$ cat src/rtl/alu_issue_ctrl.sv
// Issue/writeback controller for a registered two-operand ALU with a 4x8 register file.
// Optional zero_flag output is enabled by defining ALU_ZERO_FLAG_EN.
module alu_issue_ctrl #(
   parameter int ALU_LATENCY = 1
) (
   input  logic       clk,
   input  logic       rst_n,
   input  logic [7:0] instr_data,
   input  logic       instr_valid,
   output logic       instr_ready,
   output logic [7:0] alu_op,
   output logic [7:0] alu_in1,
   output logic [7:0] alu_in2,
   input  logic [7:0] alu_result,
   output logic       busy,
   output logic       wb_valid,
   output logic [1:0] wb_addr,
   output logic [7:0] wb_data,
   input  logic [1:0] reg_rd_sel,
   output logic [7:0] reg_rd_data,
   output logic [1:0] dbg_state
`ifdef ALU_ZERO_FLAG_EN
   ,
   output logic       zero_flag
`endif
);

   // Handshake: a byte transfers on a rising edge where instr_valid && instr_ready;
   // instr_ready depends only on state (FETCH/IMM) and is held low during reset.

   typedef enum logic [1:0] {
      S_FETCH = 2'd0,
      S_IMM   = 2'd1,
      S_WAIT  = 2'd2
   } state_t;

   localparam logic [2:0] LAT = 3'(ALU_LATENCY);
   localparam logic [1:0] OPC_ADD = 2'b01;
   localparam logic [1:0] OPC_SUB = 2'b10;
   localparam logic [1:0] OPC_LDI = 2'b11;

   state_t     r_state;
   state_t     w_next_state;
   logic [7:0] r_regs [4];
   logic [7:0] r_alu_op;
   logic [7:0] r_alu_in1;
   logic [7:0] r_alu_in2;
   logic [2:0] r_cnt;
   logic [1:0] r_rd;
   logic       r_wb_valid;
   logic [1:0] r_wb_addr;
   logic [7:0] r_wb_data;

   logic       w_xfer;
   logic [1:0] w_opc;
   logic       w_issue;
   logic       w_imm_wr;
   logic       w_alu_wr;
   logic       w_wb_en;
   logic [7:0] w_wb_val;

   assign instr_ready = rst_n && ((r_state == S_FETCH) || (r_state == S_IMM));
   assign w_xfer      = instr_valid && instr_ready;
   assign w_opc       = instr_data[7:6];

   assign w_issue  = (r_state == S_FETCH) && w_xfer && ((w_opc == OPC_ADD) || (w_opc == OPC_SUB));
   assign w_imm_wr = (r_state == S_IMM) && w_xfer;
   assign w_alu_wr = (r_state == S_WAIT) && (r_cnt == 3'd0);
   assign w_wb_en  = w_imm_wr || w_alu_wr;
   assign w_wb_val = w_imm_wr ? instr_data : alu_result;

   always_ff @(posedge clk or negedge rst_n) begin
      if (!rst_n) r_state <= S_FETCH;
      else        r_state <= w_next_state;
   end

   always_comb begin
      w_next_state = r_state;
      case (r_state)
         S_FETCH: begin
            if (w_xfer) begin
               if (w_opc == OPC_LDI)                           w_next_state = S_IMM;
               else if ((w_opc == OPC_ADD) || (w_opc == OPC_SUB)) w_next_state = S_WAIT;
            end
         end
         S_IMM:   if (w_xfer) w_next_state = S_FETCH;
         S_WAIT:  if (r_cnt == 3'd0) w_next_state = S_FETCH;
         default: w_next_state = S_FETCH;
      endcase
   end

   // Operands are sampled at acceptance, so rd aliasing rs1/rs2 is harmless.
   always_ff @(posedge clk or negedge rst_n) begin
      if (!rst_n) begin
         for (int i = 0; i < 4; i++) r_regs[i] <= 8'h00;
         r_alu_op   <= 8'h00;
         r_alu_in1  <= 8'h00;
         r_alu_in2  <= 8'h00;
         r_cnt      <= 3'd0;
         r_rd       <= 2'd0;
         r_wb_valid <= 1'b0;
         r_wb_addr  <= 2'd0;
         r_wb_data  <= 8'h00;
      end else begin
         r_wb_valid <= w_wb_en;
         if (w_wb_en) begin
            r_regs[r_rd] <= w_wb_val;
            r_wb_addr    <= r_rd;
            r_wb_data    <= w_wb_val;
         end
         if ((r_state == S_FETCH) && w_xfer && (w_opc != 2'b00))
            r_rd <= instr_data[5:4];
         if (w_issue) begin
            r_alu_op  <= (w_opc == OPC_ADD) ? 8'h01 : 8'h02;
            r_alu_in1 <= r_regs[instr_data[3:2]];
            r_alu_in2 <= r_regs[instr_data[1:0]];
            r_cnt     <= LAT;
         end else if (r_state == S_WAIT) begin
            if (r_cnt == 3'd0) r_alu_op <= 8'h00;
            else               r_cnt    <= r_cnt - 3'd1;
         end
      end
   end

`ifdef ALU_ZERO_FLAG_EN
   logic r_zero;
   always_ff @(posedge clk or negedge rst_n) begin
      if (!rst_n)        r_zero <= 1'b0;
      else if (w_alu_wr) r_zero <= (alu_result == 8'h00);
   end
   assign zero_flag = r_zero;
`endif

   assign alu_op      = r_alu_op;
   assign alu_in1     = r_alu_in1;
   assign alu_in2     = r_alu_in2;
   assign busy        = (r_state != S_FETCH);
   assign wb_valid    = r_wb_valid;
   assign wb_addr     = r_wb_addr;
   assign wb_data     = r_wb_data;
   assign reg_rd_data = r_regs[reg_rd_sel];
   assign dbg_state   = r_state;

endmodule
$ cat config.mk
export PLATFORM = sky130hd
export DESIGN_NAME = alu_issue_ctrl
export DESIGN_NICKNAME = d
export VERILOG_FILES = /design/src/rtl/alu_issue_ctrl.sv
export SDC_FILE = /design/constraint.sdc
export NUM_CORES = 1
export LEC_CHECK = 0
export ABC_AREA = 1
export BUFFER_PORTS_ARGS = -buffer_cell sky130_fd_sc_hd__buf_2
export CORE_UTILIZATION = 60
export CTS_BUF_LIST = sky130_fd_sc_hd__clkbuf_16
export CTS_CLUSTER_DIAMETER = 40
export DETAILED_ROUTE_END_ITERATION = 12
export HOLD_SLACK_MARGIN = 0.1
export PLACE_DENSITY = 0.83
export SYNTH_ARGS = -nofsm -noshare
export SYNTH_HDL_FRONTEND = slang
export SYNTH_SLANG_ARGS = --single-unit
$ cat constraint.sdc
create_clock -name clk -period 2.9 [get_ports clk]
set_input_delay 0.435 -clock clk [delete_from_list [all_inputs] [get_ports clk]]
set_output_delay 0.435 -clock clk [all_outputs]
set_load 0.03 [all_outputs]
# == Word level (Yosys, flattened, before mapping) ==
# Index checks and enable logic that the tools add are counted.
# word_totals
elab_cells,79
reg_bits,74
inputBits,21
# classes
bitwise_logic,4
addsub,1
n_eq_ne,10
reduce_logical,20
magnitude_cmp,5
muxes,26
# ops
op,n
$mux W8,11
$bmux W8 S2,3
$bwmux W32,1
$demux W8 S2,1
$ge A3 B3 Y1 const B,4
$mux W2,6
$not A2 Y3,4
$mux W3,3
$logic_and A1 B1 Y1,8
$reduce_bool A2 Y1,4
$eq A2 B2 Y1 const B,3
$ne A2 B2 Y1 const B,3
$pmux W2 S3,1
$eq A2 B1 Y1 const B,2
$reduce_and A2 Y1,2
$reduce_and A4 Y1,1
$logic_not A3 Y1,1
$logic_or A1 B1 Y1,3
$lt A3 B1 Y1 const B,1
$ne A3 B1 Y1 const B,1
$sub A3 B1 Y3 const B,1
$logic_not A2 Y1,1
$ne A2 B1 Y1 const B,1

# == Logic depth before layout (Yosys ltp) ==
# depth
depth_word,8
depth_mapped,10

# == Worst setup path after synthesis ==
# OpenSTA, ideal clock, no wires.
# synth_path
kind,input-to-output
start,in reg_rd_sel[0]
end,out reg_rd_data[1]
cell_stages,6
setup_slack_ps,962
required_time_ps,2465
t_arrival_ps,1503
path_buffers,2
cell_sequence,buf_2 -> inv_1 -> buf_2 -> o21ai_0 -> a21oi_1 -> a21oi_1
# synth_via
elab_chain_len,4
# synth_lines
item,line_no,text
"start, declared",19,"input logic [1:0] reg_rd_sel,"
$not A2 Y3 (implied by the code),141,assign reg_rd_data = r_regs[reg_rd_sel];
$bmux W8 S2,141,
$mux W8 (implied by the code) (2 in series),141,
"end, declared",20,"output logic [7:0] reg_rd_data,"
# Every way passes these cells. The select of a mux whose other input is x is not followed.

# == Worst setup path after layout ==
# layout_path
start,reg r_state[0] (netlist: dbg_state[0])
end,reg r_regs[9] (netlist name)
# layout_via
elab_chain_len,7
elab_cells_between_ends,11
classes_between,2 x eq/ne; 2 x mux; 7 x reduce/logical
# layout_lines
item,line_no,text
"start, declared",42,state_t r_state;
"start signal, assigned",74,else r_state <= w_next_state;
$eq A2 B1 Y1 or $logic_not A2 Y1 (tied branches),"62, 67",
$logic_or A1 B1 Y1,62,assign instr_ready = rst_n && ((r_state == S_FETCH) || (r_state == S_IMM));
$logic_and A1 B1 Y1,62,
$logic_and A1 B1 Y1,63,assign w_xfer = instr_valid && instr_ready;
$logic_and A1 B1 Y1,67,assign w_imm_wr = (r_state == S_IMM) && w_xfer;
$mux W8,70,assign w_wb_val = w_imm_wr ? instr_data : alu_result;
$bwmux W32,107,r_regs[r_rd] <= w_wb_val;
"end signal, assigned by index",107,
"end, declared",44,logic [7:0] r_regs [4];
# Parallel ways exist; a longest one is shown, timed or not.
# A chain may end at the register's enable or synchronous reset.

==> out/qor.csv <==
metric,value,unit
CTS tree,built,
initial drt markers,380,
htree depth,3,
worst relative slew slack,0.606,
Most common cell on crit path,nand2_1,
worst hold path class,in -> async,
status,finished clean,
final hold violations,0,
CP max FO,14,
CP startpoint,dbg_state[0]$_DFFE_PN0P_,
met2 GRT Util,0.513,
per-cell routed wire length,14.7,um
critical path arrival,2.43,ns
syn_area_per_cell,7.31,um^2
TritonCTS sink count,68,
# IOs,68,
RSZ-0062 raised after global routing,false,
pre-CTS WS,0.813,ns
top-count cell post-synth,nand2_1,
leak pwr,2.43,nW
fin crit share,0.767,
row count,28,
cts hold-fix bufs,0,
Worst Path Buf+Inv,0,
Layout Nets,588,
Synth cell types,22,
core area,0.00596,mm^2
met1 usage,0.438,
vias per cell,5.57,
Finished Cell Area,0.00433,mm^2
GRT Total Usage,0.321,
final slew viol count,0,
smallest hold slack,0.164,ns
Synth Instances,511,
FILL cells,459,
yosys warns,0,
Final TNS setup,0,ns
Post-DP HPWL,6530,um
fraction of layout cells with a size suffix above 1,0.164,
Main synth FF type,dfrtp_1,
synth cell count leaders,"265 x nand2_1, 68 x dfrtp_1, 36 x inv_1",
clk_lat worst skew,0.33,ns
effective utilization at floorplan,0.628,
CP cell instances,nand4_2 -> nand2_2 -> nand2_1 -> nand2_1 -> nand2_1,
largest net degree at the start of global routing,47,
M3 GR Usage,0.0528,
Worst Max-Slew Pin Slew,0.589,ns
first-pass GRT wire length,15700,um
"slowest stage delay, CP",0.64,ns
Peak VDD IR,0.704,mV
vias in the first global route,3222,
Max Fclk,450,MHz
Die W,80.9,um
die height,80.9,um
"Reg clk slew, reported paths",0.05,ns
startpoint types,flop,
Post-Route Utilization,0.728,
main area contributors after synthesis,"dfrtp_1 46%, nand2_1 27%, o211ai_1 6.4%, inv_1 3.6%, a21oi_1 3.2%",
Crit-path slowest cell,dfrtp_1,
clock root buffer,clkbuf_16,
r2r startpoint,dbg_state[0]$_DFFE_PN0P_,
sequential-to-total area share from yosys stat,0.455,
Pwr per Cell Area,1130,mW/mm^2
minimum clock period,2.22,ns
cts repair resizes,0,
initial antenna violation count,0,
vias after detailed routing,3575,
Post-synth EDFFs,0,
DR DRC count,0,
Mapped Area,0.00374,mm^2
CP top delay family,simple AND/OR/NAND/NOR gates,
ANT nets after route,0,
die footprint,0.00655,mm^2
max-cap violation count,0,
"flops & latches, synth",68,
Placer Congestion,0.860,
Antenna diodes,0,
post-synth top area share,0.455,
CTS buffer count,9,
final worst clock skew,0.00358,ns
Layout area overhead,16.0,%
Most Crowded Layer GR,met2,
Clock Path Buffers,2,
placed cell areas,0.00402,mm^2
grt ovf,0,
CP Capture Type,flop,
critical path required time,3.11,ns
critical path type,reg -> reg,
setup violators final,0,
Pre-antenna DRT Iters,5,
final setup margin,0.677,ns
dominant cell type by area after synthesis,dfrtp_1,
final WL,9420,um
Async SR Flop Fraction,1.00,
IO buf count,61,
postcts setup bufs,0,
-- layer usage --
| metal | share of wire | vias to the layer above | wire length [um] |
|---|---|---|---|
| li1 | - | 1725 | - |
| met1 | 0.43 | 1662 | 4050 |
| met2 | 0.48 | 174 | 4490 |
| met3 | 0.077 | 14 | 727 |
| met4 | 0.017 | 0 | 160 |
| met5 | 0 | - | 0 |
-- sequential cells by signal, summed over array words and instances (netlist names) --
name and cells:
r_regs 32, alu_in1 8, alu_in2 8, wb_data 8, r_cnt 3, alu_op 2, dbg_state 2, r_rd 2
wb_addr 2, wb_valid 1
-- layout by cell type, fill, tap and decap left out, types with 3 or more instances in the layout --
master	count
a21oi_1	24
buf_2	61
buf_4	3
clkbuf_16	9
conb_1	6
dfrtp_1	68
ha_1	5
inv_1	37
inv_2	4
nand2_1	265
nand3_1	4
nand4_1	9
nor2_1	7
o211ai_1	32
o21ai_0	15
-- layout make-up --
| cell class | count | area (um^2) | share of cell area |
|---|---|---|---|
| clock buffer | 9 | 225 | 0.0520 |
| multi-input combinational | 379 | 1740 | 0.402 |
| timing repair buffer | 64 | 328 | 0.0756 |
| inverter | 40 | 150 | 0.0346 |
| clock inverter | 7 | 92.6 | 0.0214 |
| sequential | 68 | 1700 | 0.393 |
| tap | 75 | 93.8 | 0.0217 |
-- kinds of logic after synthesis --
group | share of synthesized area
AOI/OAI and AO/OA | 0.133
adders and majority gates | 0.0167
other | 0.00100
DFF | 0.455
and+or+nand+nor | 0.311
buffers and inverters | 0.0834
-- where the power goes --
part	switching [mW]	total [mW]	internal [mW]
Clock	0.403	1.15	0.748
Sequential	0.381	1.79	1.41
Combinational	1.38	1.98	0.594
-- worst paths after layout --
kind	to	slack [ns]	depth (start not counted)
min in group clk	r_rd[0]$_DFFE_PN0P_	0.36	3
max reg2reg	r_regs[9]$_DFFE_PN0P_	0.68	5
min	r_cnt[0]$_DFFE_PN0P_	0.16	2
min reg2reg	alu_in2[6]$_DFFE_PN0P_	0.47	2
max	r_regs[9]$_DFFE_PN0P_	0.68	5
max in group asynchronous	r_regs[27]$_DFFE_PN0P_	2.22	2
-- metrics by stage --
stage | power [mW] | std cells
global placement | 3.66 | 626
global route | 5.25 | 642
detailed placement | 3.72 | 626
finish | 4.92 | 642
floorplan | 3.16 | 516
CTS | 4.91 | 642
Power figures use the tool's default switching activity.
